$ cat config.mk
export PLATFORM = sky130hd
export DESIGN_NAME = retire_merge
export DESIGN_NICKNAME = d
export VERILOG_FILES = /design/src/rtl/retire_merge.sv
export SDC_FILE = /design/constraint.sdc
export NUM_CORES = 1
export LEC_CHECK = 0
export CAP_MARGIN = 20
export CORE_ASPECT_RATIO = 1.4
export CORE_MARGIN = 2
export CORE_UTILIZATION = 35
export CTS_BUF_LIST = sky130_fd_sc_hd__clkbuf_4 sky130_fd_sc_hd__clkbuf_8 sky130_fd_sc_hd__clkbuf_16
export CTS_CLUSTER_DIAMETER = 100
export DETAILED_ROUTE_END_ITERATION = 8
export DONT_BUFFER_PORTS = 1
export HOLD_SLACK_MARGIN = 0.1
export SYNTH_ARGS = -nofsm -noshare
export SYNTH_HDL_FRONTEND = slang
export SYNTH_SLANG_ARGS = --single-unit
$ cat constraint.sdc
create_clock -name clk -period 9 [get_ports clk]
set_input_delay 1.8 -clock clk [delete_from_list [all_inputs] [get_ports clk]]
set_output_delay 1.8 -clock clk [all_outputs]
set_load 0.03 [all_outputs]
$ cat src/rtl/retire_merge.sv
// Merges six per-unit retire streams into one registered, backpressured stream.
// Each unit has its own FIFO; a round-robin arbiter feeds the output register.
module retire_merge #(
  parameter int DEPTH = 4,
  parameter int PTR_W = 2
) (
  input  logic        clk,
  input  logic        rst,
  input  logic        salu_retire_valid,
  input  logic [31:0] salu_retire_pc,
  input  logic [5:0]  salu_wfid,
  input  logic        simd1_retire_valid,
  input  logic [31:0] simd1_retire_pc,
  input  logic [5:0]  simd1_wfid,
  input  logic        simd2_retire_valid,
  input  logic [31:0] simd2_retire_pc,
  input  logic [5:0]  simd2_wfid,
  input  logic        simd3_retire_valid,
  input  logic [31:0] simd3_retire_pc,
  input  logic [5:0]  simd3_wfid,
  input  logic        simd4_retire_valid,
  input  logic [31:0] simd4_retire_pc,
  input  logic [5:0]  simd4_wfid,
  input  logic        lsu_retire_valid,
  input  logic [31:0] lsu_retire_pc,
  input  logic [5:0]  lsu_wfid,
  output logic        out_valid,
  input  logic        out_ready,
  output logic [31:0] out_pc,
  output logic [5:0]  out_wfid,
  output logic [2:0]  out_unit,
  output logic [5:0]  overflow,
  input  logic        clear_overflow,
  output logic [31:0] retire_count,
  output logic        all_empty
);
  localparam int unsigned NU = 6;

  logic [NU-1:0]    in_v;
  logic [37:0]      in_d    [NU];
  logic [37:0]      mem     [NU][DEPTH];
  logic [PTR_W-1:0] wr_ptr  [NU];
  logic [PTR_W-1:0] rd_ptr  [NU];
  logic [PTR_W:0]   occ     [NU];
  logic [2:0]       rr_ptr;
  logic [NU-1:0]    not_empty, full, pop, push_ok, drop;
  logic             load, found, grant;
  logic [2:0]       winner;
  logic [3:0]       idx;

  always_comb begin
    in_v = {lsu_retire_valid, simd4_retire_valid, simd3_retire_valid,
            simd2_retire_valid, simd1_retire_valid, salu_retire_valid};
    in_d[0] = {salu_retire_pc, salu_wfid};
    in_d[1] = {simd1_retire_pc, simd1_wfid};
    in_d[2] = {simd2_retire_pc, simd2_wfid};
    in_d[3] = {simd3_retire_pc, simd3_wfid};
    in_d[4] = {simd4_retire_pc, simd4_wfid};
    in_d[5] = {lsu_retire_pc, lsu_wfid};
  end

  // Arbitration looks at occupancy before this cycle's pushes; a full FIFO
  // that is popped this cycle still accepts its push.
  always_comb begin
    load   = !out_valid | out_ready;
    found  = 1'b0;
    winner = '0;
    idx    = '0;
    for (int unsigned u = 0; u < NU; u++) begin
      not_empty[u] = occ[u] != '0;
      full[u]      = occ[u] == (PTR_W+1)'(DEPTH);
    end
    for (int unsigned i = 0; i < NU; i++) begin
      idx = {1'b0, rr_ptr} + 4'(i);
      if (idx >= 4'(NU)) idx = idx - 4'(NU);
      if (!found && not_empty[idx[2:0]]) begin
        found  = 1'b1;
        winner = idx[2:0];
      end
    end
    grant   = load & found;
    pop     = grant ? (NU'(1) << winner) : '0;
    push_ok = in_v & (~full | pop);
    drop    = in_v & full & ~pop;
  end

  always_ff @(posedge clk) begin
    for (int unsigned u = 0; u < NU; u++)
      if (push_ok[u]) mem[u][wr_ptr[u]] <= in_d[u];
  end

  always_ff @(posedge clk or posedge rst) begin
    if (rst) begin
      for (int unsigned u = 0; u < NU; u++) begin
        wr_ptr[u] <= '0;
        rd_ptr[u] <= '0;
        occ[u]    <= '0;
      end
      rr_ptr       <= '0;
      out_valid    <= 1'b0;
      out_pc       <= '0;
      out_wfid     <= '0;
      out_unit     <= '0;
      overflow     <= '0;
      retire_count <= '0;
    end else begin
      for (int unsigned u = 0; u < NU; u++) begin
        if (push_ok[u]) wr_ptr[u] <= wr_ptr[u] + 1'b1;
        if (pop[u])     rd_ptr[u] <= rd_ptr[u] + 1'b1;
        occ[u] <= occ[u] + (PTR_W+1)'(push_ok[u]) - (PTR_W+1)'(pop[u]);
      end
      if (load) begin
        if (grant) begin
          {out_pc, out_wfid} <= mem[winner][rd_ptr[winner]];
          out_unit           <= winner;
          out_valid          <= 1'b1;
          rr_ptr             <= (winner == 3'd5) ? 3'd0 : winner + 3'd1;
        end else begin
          out_valid <= 1'b0;
        end
      end
      overflow     <= (clear_overflow ? '0 : overflow) | drop;
      retire_count <= retire_count + 32'(out_valid & out_ready);
    end
  end

  assign all_empty = !out_valid & ~|not_empty;

endmodule
### Word level (Yosys, flattened, before mapping)

Memory sizes are Yosys's and may differ from the RTL's.
Index checks and enable logic that the tools add are counted.

* memory bits (writable): 912
* bits of input ports: 238
* memories kept: 1
* register bits: 125
* word-level logic and storage cells: 206

Memories
* mem: words 6, width 152, read ports 1, clocked after memory_dff 0, wr ports 6, RTL line 41 `logic [37:0] mem [NU][DEPTH];`

* muxes and demuxes: 64
* reductions and logical operators: 26
* equal/unequal tests: 7
* add/sub/neg operators: 37
* bitwise gates (word level): 19
* order comparisons: 26
* shifts and indexed selects: 1

Operators by type and width (number)
* two-way mux 152 bit: 6
* demux 38 bit (select 2 bit): 6
* two-way mux 38 bit: 8
* binary-select mux 38 bit (select 2 bit): 1
* two-way mux 3 bit: 13
* adder 32 x 1 -> 32 bit: 1
* adder 2 x 1 -> 2 bit, second input constant: 12
* greater-or-equal comparator 3 bit, second input constant: 8
* < comparator 3 x 4 -> 1 bit, second input constant: 6
* == test 3 bit, second input constant: 7
* inverter 2 -> 3 bit: 7
* greater-or-equal comparator 4 x 3 -> 1 bit, second input constant: 5
* two-way mux 1 bit: 19
* adder 3 x 1 -> 3 bit: 6
* bitwise AND 6 bit: 3
* binary-select mux 1 bit (select 3 bit): 6
* < comparator 3 x 1 -> 1 bit, second input constant: 6
* nonzero test 3 bit: 6
* subtractor 3 x 1 -> 3 bit: 6
* subtractor 3 bit, second input constant: 6
* two-way mux 6 bit: 2
* inverter 6 bit: 2
* OR 6 bit: 2
* logical AND 1 bit: 11
* 14 further kinds: 25

### Depth between registers and ports, before layout

Gate-level depths: netlist of the first run.

* depth in word-level cells: 28
* mapped depth: 27

### Least setup slack after synthesis of the first run

No wires, ideal clock.

* path type: reg2reg
* from: register rr_ptr[0]
* to: memory mem[3][0] in the netlist's numbering, enable pin
* cell stages (with the launch flop): 22
* clock period less this slack: 5.443 ns
* path slack: 3.557 ns
* data required time: 8.601 ns
* buffers on the path: 7
* arrival time: 5.044 ns
* cell sequence: dfrtp_1 -> buf_2 -> buf_2 -> inv_1 -> ha_1 -> buf_2 -> a21boi_0 -> mux2_4 -> or2_1 -> a211oi_1 -> and3b_1 -> buf_2 -> nand4_1 -> o22a_1 -> buf_2 -> clkbuf_1 -> clkbuf_1 -> nor2_1 -> ha_1 -> inv_1 -> o211ai_1 -> and3_1

RTL lines
* start: declaration: RTL line 45 `logic [2:0] rr_ptr;`
* start signal: assignment: RTL line 117 `rr_ptr <= (winner == 3'd5) ? 3'd0 : winner + 3'd1;`
* end: declaration: RTL line 41

### Worst setup path in the final report of the first run

* from: register rr_ptr[1]
* to: register out_pc[15]

* longest elaborated chain between the ends: 28

Ends and longest elaborated chain
* branches (longest 28 deep; another with adder 3 x 1 -> 4 bit)
* end signal: assignment: RTL line 114 `{out_pc, out_wfid} <= mem[winner][rd_ptr[winner]];`
* end: declaration: RTL line 29 `output logic [31:0] out_pc,`

Parallel ways; which one is timed is not known. The select of a mux whose other input is x is not followed.
A chain may end at the register's enable or synchronous reset.

==> run metrics, run 1 <==
post-cts sizing count=0; vias in the first global route=26900; Mapped Area=42800 um^2; via count=27500; Hold Buf Count CTS=0; share of layout cells above drive strength 1=8.24%; total track usage=21.4%; Net Count, Synth=3720; CP max FO=66; Crit path required time=9.61 ns; area of the core=121000 um^2; drt pass-1 iters=6; dpl hpwl=86500 um; worst-skew pair later-pin latency=0.71 ns; Unique masters post-synth=71; Ports=319; CTS H-tree depth=3; most frequent cells in the layout=nand2_1, edfxtp_1, nand3_1; final antenna-violating net count=0; total gr overflow=0; CP arrival=7.14 ns; Critical Path Start Type=register; status=finished, final reports clean; RSZ-0062 raised after global routing=false; postcts setup bufs=0; Via density=5.43; Final #Nets=3665; DP Worst Slack=2.50 ns; Max clock buf depth=3; Yosys warnings=0; CTS tree=yes; Final Hold Fails=0; final setup TNS=0 ns; # rows=151; Final setup viols=0; Tightest Hold Check Type=reg2reg; first-pass GRT wire length=194000 um; final slew viol count=0; most common cell after layout, fill and taps aside=nand2_1; Clock Skews=0.0226 ns; TritonCTS Buffers=99; fillers=11200; top-area cell type share of the netlist area=64.0%; Setup CP Type=reg2reg; clock sinks=1037; min Tclk post-route=6.54 ns; largest net degree at the start of global routing=153; Residual DRC=0; Die ar.=125000 um^2; Layout area overhead=12.2%; Post-synth EDFFs=912; design area=48000 um^2; Placed Area=44500 um^2; Placer Congestion=0.842; post-synthesis sequential area ratio=71.3%; R2R depth=15; actual slew at the worst max-slew pin=1.10 ns; number of port buffers=0; Syn Area/Cell=12.5 um^2; Fmax achieved=153 MHz; asr flop ratio synth=12.1%; reg2reg start=rr_ptr[1]; period utilization=72.6%; Die Y=418 um; drt initial violations=3126; Initial Util=35.3%; Setup crit start=rr_ptr[1]; cell taking the most area after synthesis=edfxtp_1; Top FF cell, synth=edfxtp_1; Avg WL per Cell=26.7 um; Cells after Synth=3429; clk slew on worst S/H paths=0.07 ns; hold path depth=1; Worst Setup Slack, final=2.46 ns; CTS Root Cell=clkbuf_16; Slew HR=27.0%; CP Capture Type=register; worst-case hold slack=0.469 ns; Worst Hold Launch=rd_ptr[5]; #FFs+latches synth=1037; DRT Wirelength=135000 um; die width=300 um; synth top area cells=edfxtp_1, nand2_1, dfrtp_1, nand3_1, a21oi_1; initial antenna violation count=12; maxcap violations=0
critical path, stage by stage (launching register included):
cell	delay (ns)
dfrtp_1	0.54
inv_1	0.19
ha_1	0.67
nor2b_1	0.10
mux2_4	0.31
or2_1	0.26
a211oi_1	0.34
and3b_1	0.39
nand4_1	0.24
o22a_4	0.57
a211oi_1	0.53
or3_4	0.86
buf_4	0.56
mux2i_1	0.18
or4_1	0.53
o311ai_1	0.10
flip-flops by register name, summed over array words and instances (netlist names):
name,count
rd_ptr,12
out_unit,3
overflow,6
wr_ptr,12
rr_ptr,3
out_pc,32
out_valid,1
occ,18
out_wfid,6
mem,912
retire_count,32
stage by stage:
stage,util (%),instances
3_3_place_gp,36.7,4877
2_1_floorplan,-,3429
6_report,39.7,5069
3_5_place_dp,36.8,4879
4_1_cts,39.7,5066
5_1_grt,39.7,5066
metal layers:
| layer | vias up | GRT usage, % | part of all wire (%) |
|---|---|---|---|
| li1 | 12300 | - | - |
| met1 | 13900 | 26.0 | 38 |
| met2 | 1215 | 34.6 | 48 |
| met3 | 192 | 8.26 | 11 |
| met4 | 0 | 7.26 | 3.2 |
| met5 | - | 0 | 0 |
synthesized netlist by cell type, drive strengths merged (3+ instances only):
master	n
a2111oi	3
a211o	4
a211oi	86
a21oi	164
a22o	3
a31o	3
a31oi	9
and2	27
and3	17
buf	55
clkbuf	152
dfrtp	125
edfxtp	912
fa	6
ha	47
inv	57
mux2	5
mux2i	42
nand2	992
nand2b	8
nand3	400
nand4	10
nor2	31
nor2b	5
nor3	22
nor4	9
o211ai	6
o21a	4
o21ai	16
o22ai	3
o311ai	38
o31ai	38
or2	3
or4	38
xnor2	53
xor2	11
path summary, 6_finish.rpt:
kind                            slack, ns          endpoint
min in group asynchronous            1.03  retire_count[27]
worst min-delay path                 0.47         rd_ptr[5]
worst max register to register       2.46        out_pc[15]
worst max-delay path                 2.46        out_pc[15]
worst min register to register       0.47         rd_ptr[5]
max in group asynchronous            6.71           occ[11]
cell type report:
type	instances	area, um^2	area share (%)
Sequential cell	1037	30500	63.5
Multi-Input combinational cell	2128	11300	23.6
Clock buffer	136	2910	6.06
Tap cell	1606	2010	4.18
Clock inverter	51	593	1.23
Timing Repair Buffer	51	445	0.927
Inverter	57	219	0.456
Antenna cell	3	7.51	0.0156
kinds of logic after synthesis:
logic type,synth area share (%)
AOI/OAI and AO/OA,6.11
adders and majority gates,1.65
muxes,1.12
buffers and inverters,2.53
xor gates and xnor gates,1.33
DFF,71.3
and+or+nand+nor,16.0
Power of run 1 is not shown: default switching activity piles up to over one toggle a cycle in this logic, so the estimate is an artifact.
==> run 2: changes to the inputs <==
clock period = 5.65 ns   (was 9 ns; I/O delays follow)
==> run 2 against run 1 <==
  * Clock-buffer cell count rose by 2
  * Design area rose by 1.4%
  * Clock skew rose by 0.0051 ns
  * Utilization rose by 0.56 points
  * Fmax rose by 21%
  * Global-route usage rose by 0.054 points
  * Critical path depth rose by 1
  * Die area did not move
  * Critical endpoint is now out_pc[20]
==> run metrics, run 2 (synthesized netlist as in run 1, its figures left out) <==
total gr overflow=0 (unchanged); TritonCTS Buffers=99 (unchanged); Buffers & Inverters on Critical Path=3 (was 2); die width=300 um (unchanged); Layout area overhead=13.8% (was 12.2%); area of the core=121000 um^2 (unchanged); R2R depth=16 (was 15); met2 GRT Util=34.6% (about the same); CP max FO=38 (was 66); reg-to-reg setup timing slack=0.26 ns (was 2.46 ns); # rows=151 (unchanged); dpl hpwl=85000 um (was 86500 um); worst-skew pair later-pin latency=0.72 ns (was 0.71 ns); Max clock buf depth=3 (unchanged); critical path depth=16 (was 15); CP Capture Type=register (unchanged); Residual DRC=0 (unchanged); CTS H-tree depth=3 (unchanged); grt peak-use layer=met2 (unchanged); Die Y=418 um (unchanged); clk slew on worst S/H paths=0.07 ns (about the same); final core utilization=40.2% (was 39.7%); slowest CP cell=o31ai_1 (was or3_4); reg2reg start=rr_ptr[1] (unchanged); met1 usage=26.4% (was 26.0%); period utilization=95.5% (was 72.6%); max FFs per register=912 (unchanged); vias in the first global route=27100 (was 26900); Final setup viols=0 (unchanged); most frequent cells in the layout=nand2_1, edfxtp_1, nand3_1 (unchanged); drt pass-1 iters=5 (was 6); share of layout cells above drive strength 1=9.77% (was 8.24%); maxcap violations=0 (unchanged); Final #Nets=3716 (was 3665); via count=28000 (was 27500); CTS tree=yes (unchanged); Reg-to-Reg End=out_pc[20] (was out_pc[15]); Critical Path Start Type=register (unchanged); first-pass GRT wire length=194000 um (about the same); Via density=5.45 (was 5.43); drt initial violations=3015 (was 3126); met3 Usage GRT=7.51% (was 8.26%); min Tclk post-route=5.39 ns (was 6.54 ns); sequence of cells on the critical path=inv_1 -> ha_1 -> nor2b_1 -> o31a_1 -> or2_2 -> o211ai_1 -> o211ai_1 -> a31oi_1 -> nand2_4 -> a211oi_1 -> or3_4 -> buf_12 -> buf_12 -> a21oi_1 -> o31ai_1 -> o311ai_1 (was inv_1 -> ha_1 -> nor2b_1 -> mux2_4 -> or2_1 -> a211oi_1 -> and3b_1 -> nand4_1 -> o22a_4 -> a211oi_1 -> or3_4 -> buf_4 -> mux2i_1 -> or4_1 -> o311ai_1); Clock Skews=0.0277 ns (was 0.0226 ns); clock sinks=1037 (unchanged); largest net degree at the start of global routing=179 (was 153); Critical Path Max Stage Delay=0.67 ns (was 0.86 ns); Die ar.=125000 um^2 (unchanged); most common cell after layout, fill and taps aside=nand2_1 (unchanged); CP arrival=5.94 ns (was 7.14 ns); Final Hold Fails=0 (unchanged); Crit path required time=6.20 ns (was 9.61 ns); Setup CP Type=reg2reg (unchanged); Placer Congestion=0.836 (was 0.842); CTS Root Cell=clkbuf_16 (unchanged); top cell family by delay on the critical path=compound AO/OA/AOI/OAI gates (was simple AND/OR/NAND/NOR gates); number of port buffers=0 (unchanged); final antenna-violating net count=0 (unchanged); Ports=319 (unchanged); Tightest Hold Check Type=in2async (was reg2reg); final slew viol count=0 (unchanged); status=finished, final reports clean (unchanged); total track usage=21.4% (about the same); Slew HR=28.6% (was 27.0%); Initial Util=35.3% (unchanged); Fmax achieved=185 MHz (was 153 MHz); Avg WL per Cell=26.5 um (was 26.7 um); initial antenna violation count=16 (was 12); actual slew at the worst max-slew pin=1.07 ns (was 1.10 ns); DRT Wirelength=136000 um (was 135000 um)
run 2: changes by cell type in the layout (fill, tap and decap cells not counted), sizes merged:
cell and change:
diode +12, clkbuf +2, bufinv -3, buf +51, clkinv +2
run 2: repair_timing:
action | 4_1_cts | 5_1_grt
gates resized for setup | 0 | 1
hold buffers | 0 | 0
buffers inserted | 0 | 7
setup endpoints to repair | 0 | 20
run 2: area by class of cell:
cell class | instances | area (um^2)
diodes | 15 | 37.5
clock inverters | 50 | 492
well taps | 1606 | 2010
flip-flops and latches | 1037 | 30500
clock buffers | 138 | 2900
multi-input cells | 2128 | 11300
inverters | 57 | 219
fillers | 11200 | 72400
repair buffers | 102 | 1200
run 2: how the worst max path moves through the flow:
| stage | start | to | slack (ns) |
|---|---|---|---|
| final | rr_ptr[1] | out_pc[20] | 0.26 |
| after global routing | rr_ptr[1] | occ[14] | -0.01 |
| after CTS | rr_ptr[1] | out_wfid[4] | 0.29 |
| after detailed placement | rr_ptr[1] | out_pc[15] | 0.34 |
| after global placement | rr_ptr[1] | out_pc[31] | 0.39 |
| after floorplan | rr_ptr[0] | mem[3][0] | 0.21 |
run 2: through the flow:
step / setup TNS [ns] / hold slack (ns) / worst slack [ns] / instances / cell area (um^2)
2_1_floorplan: 0 / 0.435 / 0.207 / 3429 / 42800
3_3_place_gp: 0 / 0.478 / 0.386 / 4923 / 45200
3_5_place_dp: 0 / 0.470 / 0.342 / 4923 / 45200
4_1_cts: 0 / 0.449 / 0.290 / 5111 / 48600
5_1_grt: -0.0120 / 0.477 / -0.0120 / 5127 / 48700
6_report: 0 / 0.451 / 0.255 / 5133 / 48700
run 2: layer usage:
metal | vias up | wire length [um]
met1 | 14100 | 52700
met2 | 1240 | 64300
met3 | 241 | 14600
li1 | 12400 | -
met4 | 4 | 4650
met5 | - | 18
Power of run 2 is left out for the same reason.
